--- src/rtl/storage_arbiter_pkg.sv ---
// Shared definitions for the storage arbiter: FSM state encoding,
// requester index assignments and default bus widths.
package storage_arbiter_pkg;

    typedef enum logic [1:0] {
        IDLE  = 2'd0,
        ISSUE = 2'd1,
        WAIT  = 2'd2,
        DONE  = 2'd3
    } arb_state_t;

    localparam int REQ_MENU    = 0;
    localparam int REQ_HISTORY = 1;
    localparam int REQ_PLAY    = 2;

    localparam int N_REQ_DEF   = 3;
    localparam int ID_W_DEF    = 8;
    localparam int DATA_W_DEF  = 32;
    localparam int TIMEOUT_DEF = 1023;

endpackage

--- src/rtl/storage_arbiter_rr_picker.sv ---
// Round-robin picker: scans the eligible mask starting at ptr and wrapping,
// returns the first hit as a one-hot vector plus its index. Purely combinational.
module storage_arbiter_rr_picker #(
    parameter int N     = 3,
    parameter int IDX_W = 2
) (
    input  logic [N-1:0]     elig,
    input  logic [IDX_W-1:0] ptr,
    output logic [N-1:0]     pick,
    output logic [IDX_W-1:0] pick_idx,
    output logic             any
);

    // first eligible requester at or after ptr, wrapping modulo N
    always_comb begin
        pick     = '0;
        pick_idx = '0;
        any      = 1'b0;
        for (int i = 0; i < N; i++) begin
            if (!any && elig[(int'(ptr) + i) % N]) begin
                any                       = 1'b1;
                pick[(int'(ptr) + i) % N] = 1'b1;
                pick_idx                  = IDX_W'((int'(ptr) + i) % N);
            end
        end
    end

endmodule

--- src/rtl/storage_arbiter.sv ---
// Shares one storage backend among the page controllers. Each granted
// request becomes one backend strobe, a wait for mem_ready and a done pulse.
// Optional backend timeout: define STORAGE_ARB_TIMEOUT_EN.
//
//  state | meaning
//  IDLE  | no transaction; grant an eligible requester round-robin
//  ISSUE | mem_en strobe with the latched we/id/wdata
//  WAIT  | waiting for mem_ready (or timeout when enabled)
//  DONE  | done/err pulse; gnt drops and ptr advances on exit
module storage_arbiter
    import storage_arbiter_pkg::*;
#(
    parameter int N_REQ   = N_REQ_DEF,
    parameter int ID_W    = ID_W_DEF,
    parameter int DATA_W  = DATA_W_DEF,
    parameter int TIMEOUT = TIMEOUT_DEF
) (
    input  logic                    clk,
    input  logic                    sys_rst,
    input  logic [N_REQ-1:0]        req,
    input  logic [N_REQ-1:0]        req_we,
    input  logic [N_REQ*ID_W-1:0]   req_id,
    input  logic [N_REQ*DATA_W-1:0] req_wdata,
    output logic [N_REQ-1:0]        gnt,
    output logic [N_REQ-1:0]        done,
    output logic                    err,
    output logic [DATA_W-1:0]       rdata,
    output logic                    mem_en,
    output logic                    mem_we,
    output logic [ID_W-1:0]         mem_addr,
    output logic [DATA_W-1:0]       mem_wdata,
    input  logic [DATA_W-1:0]       mem_rdata,
    input  logic                    mem_ready
);

    localparam int IDX_W = (N_REQ > 1) ? $clog2(N_REQ) : 1;

    arb_state_t         state;
    logic [IDX_W-1:0]   ptr;
    logic [IDX_W-1:0]   gnt_idx;
    logic [N_REQ-1:0]   elig;
    logic [N_REQ-1:0]   pick;
    logic [IDX_W-1:0]   pick_idx;
    logic               pick_any;
    logic               sel_we;
    logic [ID_W-1:0]    sel_id;
    logic [DATA_W-1:0]  sel_wdata;

`ifdef STORAGE_ARB_TIMEOUT_EN
    localparam int CNT_W = $clog2(TIMEOUT + 1);
    logic [CNT_W-1:0]   wait_cnt;
`else
    logic               unused_timeout;
    assign unused_timeout = (TIMEOUT > 0);
`endif

    // id 0 is "no operation" and never competes
    always_comb begin
        elig = '0;
        for (int i = 0; i < N_REQ; i++) begin
            elig[i] = req[i] && (req_id[i*ID_W +: ID_W] != '0);
        end
    end

    storage_arbiter_rr_picker #(
        .N     (N_REQ),
        .IDX_W (IDX_W)
    ) u_rr_picker (
        .elig     (elig),
        .ptr      (ptr),
        .pick     (pick),
        .pick_idx (pick_idx),
        .any      (pick_any)
    );

    // route the picked requester's command fields to the latch point
    always_comb begin
        sel_we    = 1'b0;
        sel_id    = '0;
        sel_wdata = '0;
        for (int i = 0; i < N_REQ; i++) begin
            if (pick[i]) begin
                sel_we    = req_we[i];
                sel_id    = req_id[i*ID_W +: ID_W];
                sel_wdata = req_wdata[i*DATA_W +: DATA_W];
            end
        end
    end

    // transaction sequencer; every output is a register of this block
    always_ff @(posedge clk or posedge sys_rst) begin
        if (sys_rst) begin
            state     <= IDLE;
            ptr       <= '0;
            gnt_idx   <= '0;
            gnt       <= '0;
            done      <= '0;
            err       <= 1'b0;
            rdata     <= '0;
            mem_en    <= 1'b0;
            mem_we    <= 1'b0;
            mem_addr  <= '0;
            mem_wdata <= '0;
`ifdef STORAGE_ARB_TIMEOUT_EN
            wait_cnt  <= '0;
`endif
        end else begin
            done   <= '0;
            err    <= 1'b0;
            mem_en <= 1'b0;
            case (state)
                IDLE: begin
                    if (pick_any) begin
                        gnt       <= pick;
                        gnt_idx   <= pick_idx;
                        mem_en    <= 1'b1;
                        mem_we    <= sel_we;
                        mem_addr  <= sel_id;
                        mem_wdata <= sel_wdata;
                        state     <= ISSUE;
                    end
                end
                ISSUE: begin
`ifdef STORAGE_ARB_TIMEOUT_EN
                    wait_cnt <= '0;
`endif
                    state <= WAIT;
                end
                WAIT: begin
                    // mem_we still holds the latched direction of this access
                    if (mem_ready) begin
                        done  <= gnt;
                        if (!mem_we) begin
                            rdata <= mem_rdata;
                        end
                        state <= DONE;
                    end
`ifdef STORAGE_ARB_TIMEOUT_EN
                    else if (wait_cnt == CNT_W'(TIMEOUT - 1)) begin
                        done  <= gnt;
                        err   <= 1'b1;
                        rdata <= '0;
                        state <= DONE;
                    end else begin
                        wait_cnt <= wait_cnt + 1'b1;
                    end
`endif
                end
                DONE: begin
                    gnt   <= '0;
                    ptr   <= (gnt_idx == IDX_W'(N_REQ - 1)) ? '0 : gnt_idx + 1'b1;
                    state <= IDLE;
                end
                default: state <= IDLE;
            endcase
        end
    end

endmodule

--- config.mk ---
export PLATFORM = sky130hd
export DESIGN_NAME = storage_arbiter
export DESIGN_NICKNAME = d
export VERILOG_FILES = /design/src/rtl/storage_arbiter_pkg.sv /design/src/rtl/storage_arbiter_rr_picker.sv /design/src/rtl/storage_arbiter.sv
export SDC_FILE = /design/constraint.sdc
export NUM_CORES = 1
export LEC_CHECK = 0
export ABC_AREA = 1
export CAP_MARGIN = 40
export CORE_MARGIN = 2
export CORE_UTILIZATION = 29
export DETAILED_ROUTE_END_ITERATION = 8
export GPL_TIMING_DRIVEN = 0
export MAX_ROUTING_LAYER = met4
export PLACE_DENSITY_LB_ADDON = 0.08
export SLEW_MARGIN = 20
export SYNTH_ARGS = -nofsm -noshare
export SYNTH_HDL_FRONTEND = slang
export SYNTH_SLANG_ARGS = --single-unit
--- constraint.sdc ---
create_clock -name clk -period 5.9 [get_ports clk]
set_input_delay 0.885 -clock clk [delete_from_list [all_inputs] [get_ports clk]]
set_output_delay 0.885 -clock clk [all_outputs]
set_load 0.05 [all_outputs]
==> results.ini <==
[grt]
grt_pass1_vias=4975
grt_max_degree=54
globalRouteTotalUtil_pct=19.3
antenna_found_initial=1
grt_pass1_wl_um=26500
grt_overflow_total=0

[die]
initial_core_util_pct=29.8
die_area_mm2=0.0182
die_h_um=135
ios=242
fp.coreArea_mm2=0.0166
dieWidth_um=135
rows=47

[synthesis]
synthesis.nets=785
synth-warning-count=0
syn_area_per_cell_um2=8.06
synthesis.area_mm2=0.00496
ys_ff_latch=86
yosysUniqueCellTypes=32
syn_inst=616
synth_seq_area_share_pct=43.3

[setup_path]
rr_worst_depth=12
crit_type=in2reg
worstReg2RegStart=ptr[1]
reg2reg_slack_ps=3390
end_kind=register
critPathLaunch=req_id[10]
crit_fanout=10
critPathRequiredTime_ps=6190
start_kind=primary input
arrival_ps=3110

[power_and_ir_drop]
vdd_ir_drop_max_uv=277
leakage_nw=3.73
p_per_area_mw_per_mm2=671

[timing]
whs_ps=465
fmax_ghz=0.354
worst_slew_pin_slew_ps=560
fin_skew_ps=4.50
slew_violations=0
fin_crit_sh_pct=47.9
maxSlewHeadroom_pct=62.7
rsz0062_at_grt=no
setup_viol=0
period_minus_slack_ps=2820
hold_violations=0
setup_tns_ps=0

[placed_design]
placed_cells=1077
gp_congestion=0.861
dp_hpwl_um=13300
port_buffers=240

[cts]
cts_tree=built
clkSinkCount=86
path_clk_slew_ps=70
clk_path_buf_depth=2
htree_levels=3
numCtsBuffers=9
clockRootBuffer=clkbuf_16
hold_buffers=0
cts_setup_buffers=0
clk_latency_ps=350
ctsResizeCount=0

[layout]
fin_nets=1037
areaGrowthSynthToFinish_pct=60.4
layout_common_cells=clkdlybuf4s50_1, nand2_1, dfrtp_1, inv_1, nand3_1
fin_cells=1094
layout-drive-gt1-share_pct=14.7
final_common_cell=clkdlybuf4s50_1

[min_path]
hp-start=gnt_idx[0]
hp-class=reg2reg
min_path_cells=1

[routing]
drc=0
drt_iter0_drc=183
drtAntennaViolNets=0
vias=4953
vias_per_cell=4.53
drt_pre_antenna_iters=4
wire_per_inst_um=15.5
wl_um=16900

[outcome]
status=finished clean

[flow_run]
cap_violations=0

==> where the power goes <==
group / internal [mW] / total (mW) / leakage (nW) / switching [mW]
sequential: 0.873 / 1.01 / 1.07 / 0.139
combinational: 1.33 / 3.78 / 2.53 / 2.44
clock: 0.296 / 0.560 / 0.134 / 0.264
total: 2.50 / 5.35 / 3.73 / 2.85
==> synthesized netlist by cell type <==
master,count,area share [%]
a21oi_2,30,5.3
buf_4,8,1.2
o21ai_1,5,0.50
mux2_1,1,0.23
nand3b_1,1,0.15
buf_2,12,1.2
o21ai_2,1,0.18
nand3_2,3,0.60
a31oi_1,1,0.13
or2_2,2,0.25
nand2_4,1,0.23
mux2_2,31,7.0
nand3_4,1,0.35
o21a_1,1,0.15
a21oi_1,53,5.3
o21ai_0,2,0.20
clkbuf_1,6,0.45
inv_1,65,4.9
nand4_1,6,0.76
nand2_2,7,0.88
nor2_2,3,0.38
buf_1,3,0.23
o22ai_1,4,0.50
nand4_2,2,0.50
nor2_1,19,1.4
ha_1,8,2.0
conb_1,1,0.076
inv_2,3,0.23
nand2_1,188,14
nand3_1,56,5.6
dfrtp_1,86,43
buf_6,6,1.4
==> worst paths after layout <==
check / endpoint
worst max-delay path: mem_addr[6]
worst min-delay path: ptr[0]
worst max register to register: mem_addr[6]
worst min register to register: ptr[0]
max in group asynchronous: mem_wdata[13]
min in group asynchronous: rdata[17]
==> cell families (layout without fill, tap and decap cells) <==
kind of cell | count (synthesis) | after routing | synth area share [%]
adders and majority gates | 8 | 8 | 2.02
other | 1 | 2 | 0.0755
AOI/OAI and AO/OA | 97 | 97 | 12.3
DFF | 86 | 86 | 43.3
muxes | 32 | 32 | 7.26
buffers and inverters | 103 | 360 | 9.60
and+or+nand+nor | 289 | 289 | 25.4
==> state kept, by name (all words and copies together) (netlist names) <==
signal	count
mem_en	1
state	2
done	3
ptr	2
rdata	32
mem_wdata	32
gnt_idx	2
mem_addr	8
gnt	3
mem_we	1
==> layout make-up <==
class	instances	area [µm²]
Clock buffer	9	225
Multi-Input combinational cell	427	2340
Buffer	35	221
Timing Repair Buffer	241	2430
Fill cell	1667	8680
Inverter	68	258
Tap cell	220	275
Clock inverter	7	65.1
Antenna cell	1	2.50
Sequential cell	86	2150
==> per-layer routing <==
layer | wire length (µm) | vias up | share of wire (%) | GRT usage, %
li1 | - | 2490 | - | -
met1 | 7030 | 2310 | 42 | 23.4
met2 | 8570 | 133 | 51 | 32.9
met3 | 993 | 20 | 5.9 | 3.57
met4 | 318 | 0 | 1.9 | 5.32
met5 | 0 | - | 0 | -
==> critical path, stage by stage <==
cell and delay [ps]:
clkdlybuf4s50_1 470, inv_1 80, nand2_1 50, nor2_1 130, nand2_2 90, nand3_1 70, nand3_1 90, nand2_2 120
nand4_2 150, nand2_2 160, buf_6 170, clkbuf_1 430, nand2_1 110, nand2_1 90
==> metrics by stage <==
step	power, mW	setup slack (ps)	instance area (µm²)	utilization, %
2_1_floorplan	3.66	2790	4960	-
3_3_place_gp	4.78	1250	7640	45.9
3_5_place_dp	4.84	2670	7670	46.1
4_1_cts	5.42	3040	7960	47.8
5_1_grt	5.78	2810	7970	47.9
6_report	5.35	3080	7970	47.9
(Power assumes the default switching activity.)
==> patch: new RTL, same flow settings <==
Build with the macro `STORAGE_ARB_TIMEOUT_EN` defined.
--- a/src/rtl/storage_arbiter.sv
+++ b/src/rtl/storage_arbiter.sv
@@ -8,4 +8,6 @@
 //  WAIT  | waiting for mem_ready (or timeout when enabled)
 //  DONE  | done/err pulse; gnt drops and ptr advances on exit
+`define STORAGE_ARB_TIMEOUT_EN
+
 module storage_arbiter
     import storage_arbiter_pkg::*;
Function: not settled (the Yosys comparison gave no result); the edit may change what the design does.
==> patch against the original RTL <==
Global-route usage decreased by 0.25 points. First-iteration DRC count up 24%. Worst setup slack got worse by 0.072 ns. Routed wire length grew 8.3%. Critical path depth rose by 1. Area after synthesis up 8.3%. Sequential cell count up 11. Design area is 5.6% higher. Power shrank 15%. Register-to-register slack improved by 0.03 ns. Largest power group unchanged. Highest routed layer unchanged.
==> patch: results (changes against the original RTL) <==
{| class="wikitable"
! Metric !! Value
|-
| List of most frequent post-synthesis cells || 199 x sky130_fd_sc_hd__nand2_1, 170 x sky130_fd_sc_hd__nand3_1, 100 x sky130_fd_sc_hd__inv_1, 97 x sky130_fd_sc_hd__dfrtp_1, 35 x sky130_fd_sc_hd__o21ai_0
|-
| WHS Endpoint || wait_cnt[9]
|-
| Minimum hold slack || 0.4730 ns (+0.007675 ns)
|-
| Number of diodes added for antenna fixing || 0 (-1)
|-
| Number of nets in the synthesized netlist || 909 (+16%)
|-
| Total Wirelength || 18,330 um (+8.3%)
|-
| Worst-margin pin slew || 0.5758 ns (+0.01585 ns)
|-
| Post-DP HPWL || 13,790 um (+3.9%)
|-
| Data arrival time of the worst path || 3.13 ns (+0.02 ns)
|-
| Startpoint of the most critical hold path || wait_cnt[9]
|-
| Status || finished clean
|-
| Total Routing Usage GR || 0.1904 (-0.002475)
|-
| Cells taking the most area after synthesis || sky130_fd_sc_hd__dfrtp_1 45%, sky130_fd_sc_hd__nand3_1 16%, sky130_fd_sc_hd__nand2_1 14%
|-
| Finished layout cell area || 8413 um^2 (+5.6%)
|-
| Cell family with most CP delay || simple AND/OR/NAND/NOR gates
|-
| Vias per Instance || 4.542 (+0.32%)
|-
| Total internal power || 0.002197 W (-12%)
|-
| Destination of the worst register-to-register timing path || mem_wdata[31]
|-
| Post-Synthesis Mean Instance Area || 7.298 um^2 (-9.4%)
|-
| Share of the yosys chip area belonging to registers || 0.4513 (+0.01780)
|-
| Final cell count without fillers || 1,223 (+12%)
|-
| Post-Route Skew || 0.009378 ns (+0.004877 ns)
|-
| Peak supply drop || 211.6 uV (-24%)
|-
| Registers with the most flip-flops || mem_wdata (32), rdata (32), wait_cnt (10)
|-
| Post-Place Setup Slack || 2.693 ns (+0.01897 ns)
|-
| Global-route wire length before repair || 28,840 um (+9.0%)
|-
| Final GP Congestion || 0.8508 (-1.2%)
|-
| Ratio of cells with drive above 1 in the final layout || 0.06338 (-0.08324)
|-
| Count of cell types in the netlist || 29 (-9.4%)
|-
| Placed standard-cell area || 8100 um^2 (+5.6%)
|-
| Drt first-iter violations || 227 (+24%)
|-
| Largest net degree at the start of global routing || 57 (+5.6%)
|-
| Setup slack of the worst register-to-register path || 3.42 ns (+0.03 ns)
|-
| Vias in the first global route || 5,335 (+7.2%)
|}
[patch: worst max path at each step]
stage                           from     endpoint  slack, ns  depth (start not counted)
after floorplan              sys_rst      done[0]       2.48                          1
after global placement       sys_rst  mem_addr[2]       0.59                          2
after detailed placement  req_id[23]  mem_addr[2]       2.69                         15
after CTS                 req_id[23]       gnt[0]       3.07                         12
after global routing      req_id[23]  mem_addr[2]       2.83                         15
final                     req_id[23]  mem_addr[2]       3.00                         15
[patch: cell type report]
cell class,count,share of cell area
Timing Repair Buffer,241,0.2888
Clock buffer,10,0.02841
Clock inverter,6,0.008775
Inverter,105,0.04744
Sequential cell,97,0.2885
Multi-Input combinational cell,497,0.2797
Tap cell,229,0.03406
Buffer,38,0.02424
[patch: power by group through the flow]
stage                     logic [W]  registers, W  clock network [W]
after floorplan             0.00120       0.00178                  0
after global placement      0.00289       0.00105                  0
after detailed placement    0.00290       0.00106                  0
after CTS                   0.00291       0.00105           0.000655
after global routing        0.00313       0.00108           0.000680
final                       0.00287       0.00105           0.000636
[patch: routing by layer]
metal	wire, um	GRT usage	vias up
li1	-	-	2859
met1	8189	0.2431	2483
met2	8547	0.2982	193
met3	1234	0.04513	20
met4	352	0.06380	0
met5	0	-	-
[patch: cell families (layout without fill, tap and decap cells)]
| kind of cell | after synthesis | after routing | synth area share |
|---|---|---|---|
| AND/OR/NAND/NOR | 417 | 417 | 0.3440 |
| XOR/XNOR | 1 | 1 | 0.001629 |
| flip-flops | 97 | 97 | 0.4513 |
| adder cells (fa/ha/maj) | 11 | 11 | 0.02559 |
| AO/OA/AOI/OAI | 68 | 68 | 0.06630 |
| buffers and inverters | 143 | 400 | 0.1112 |
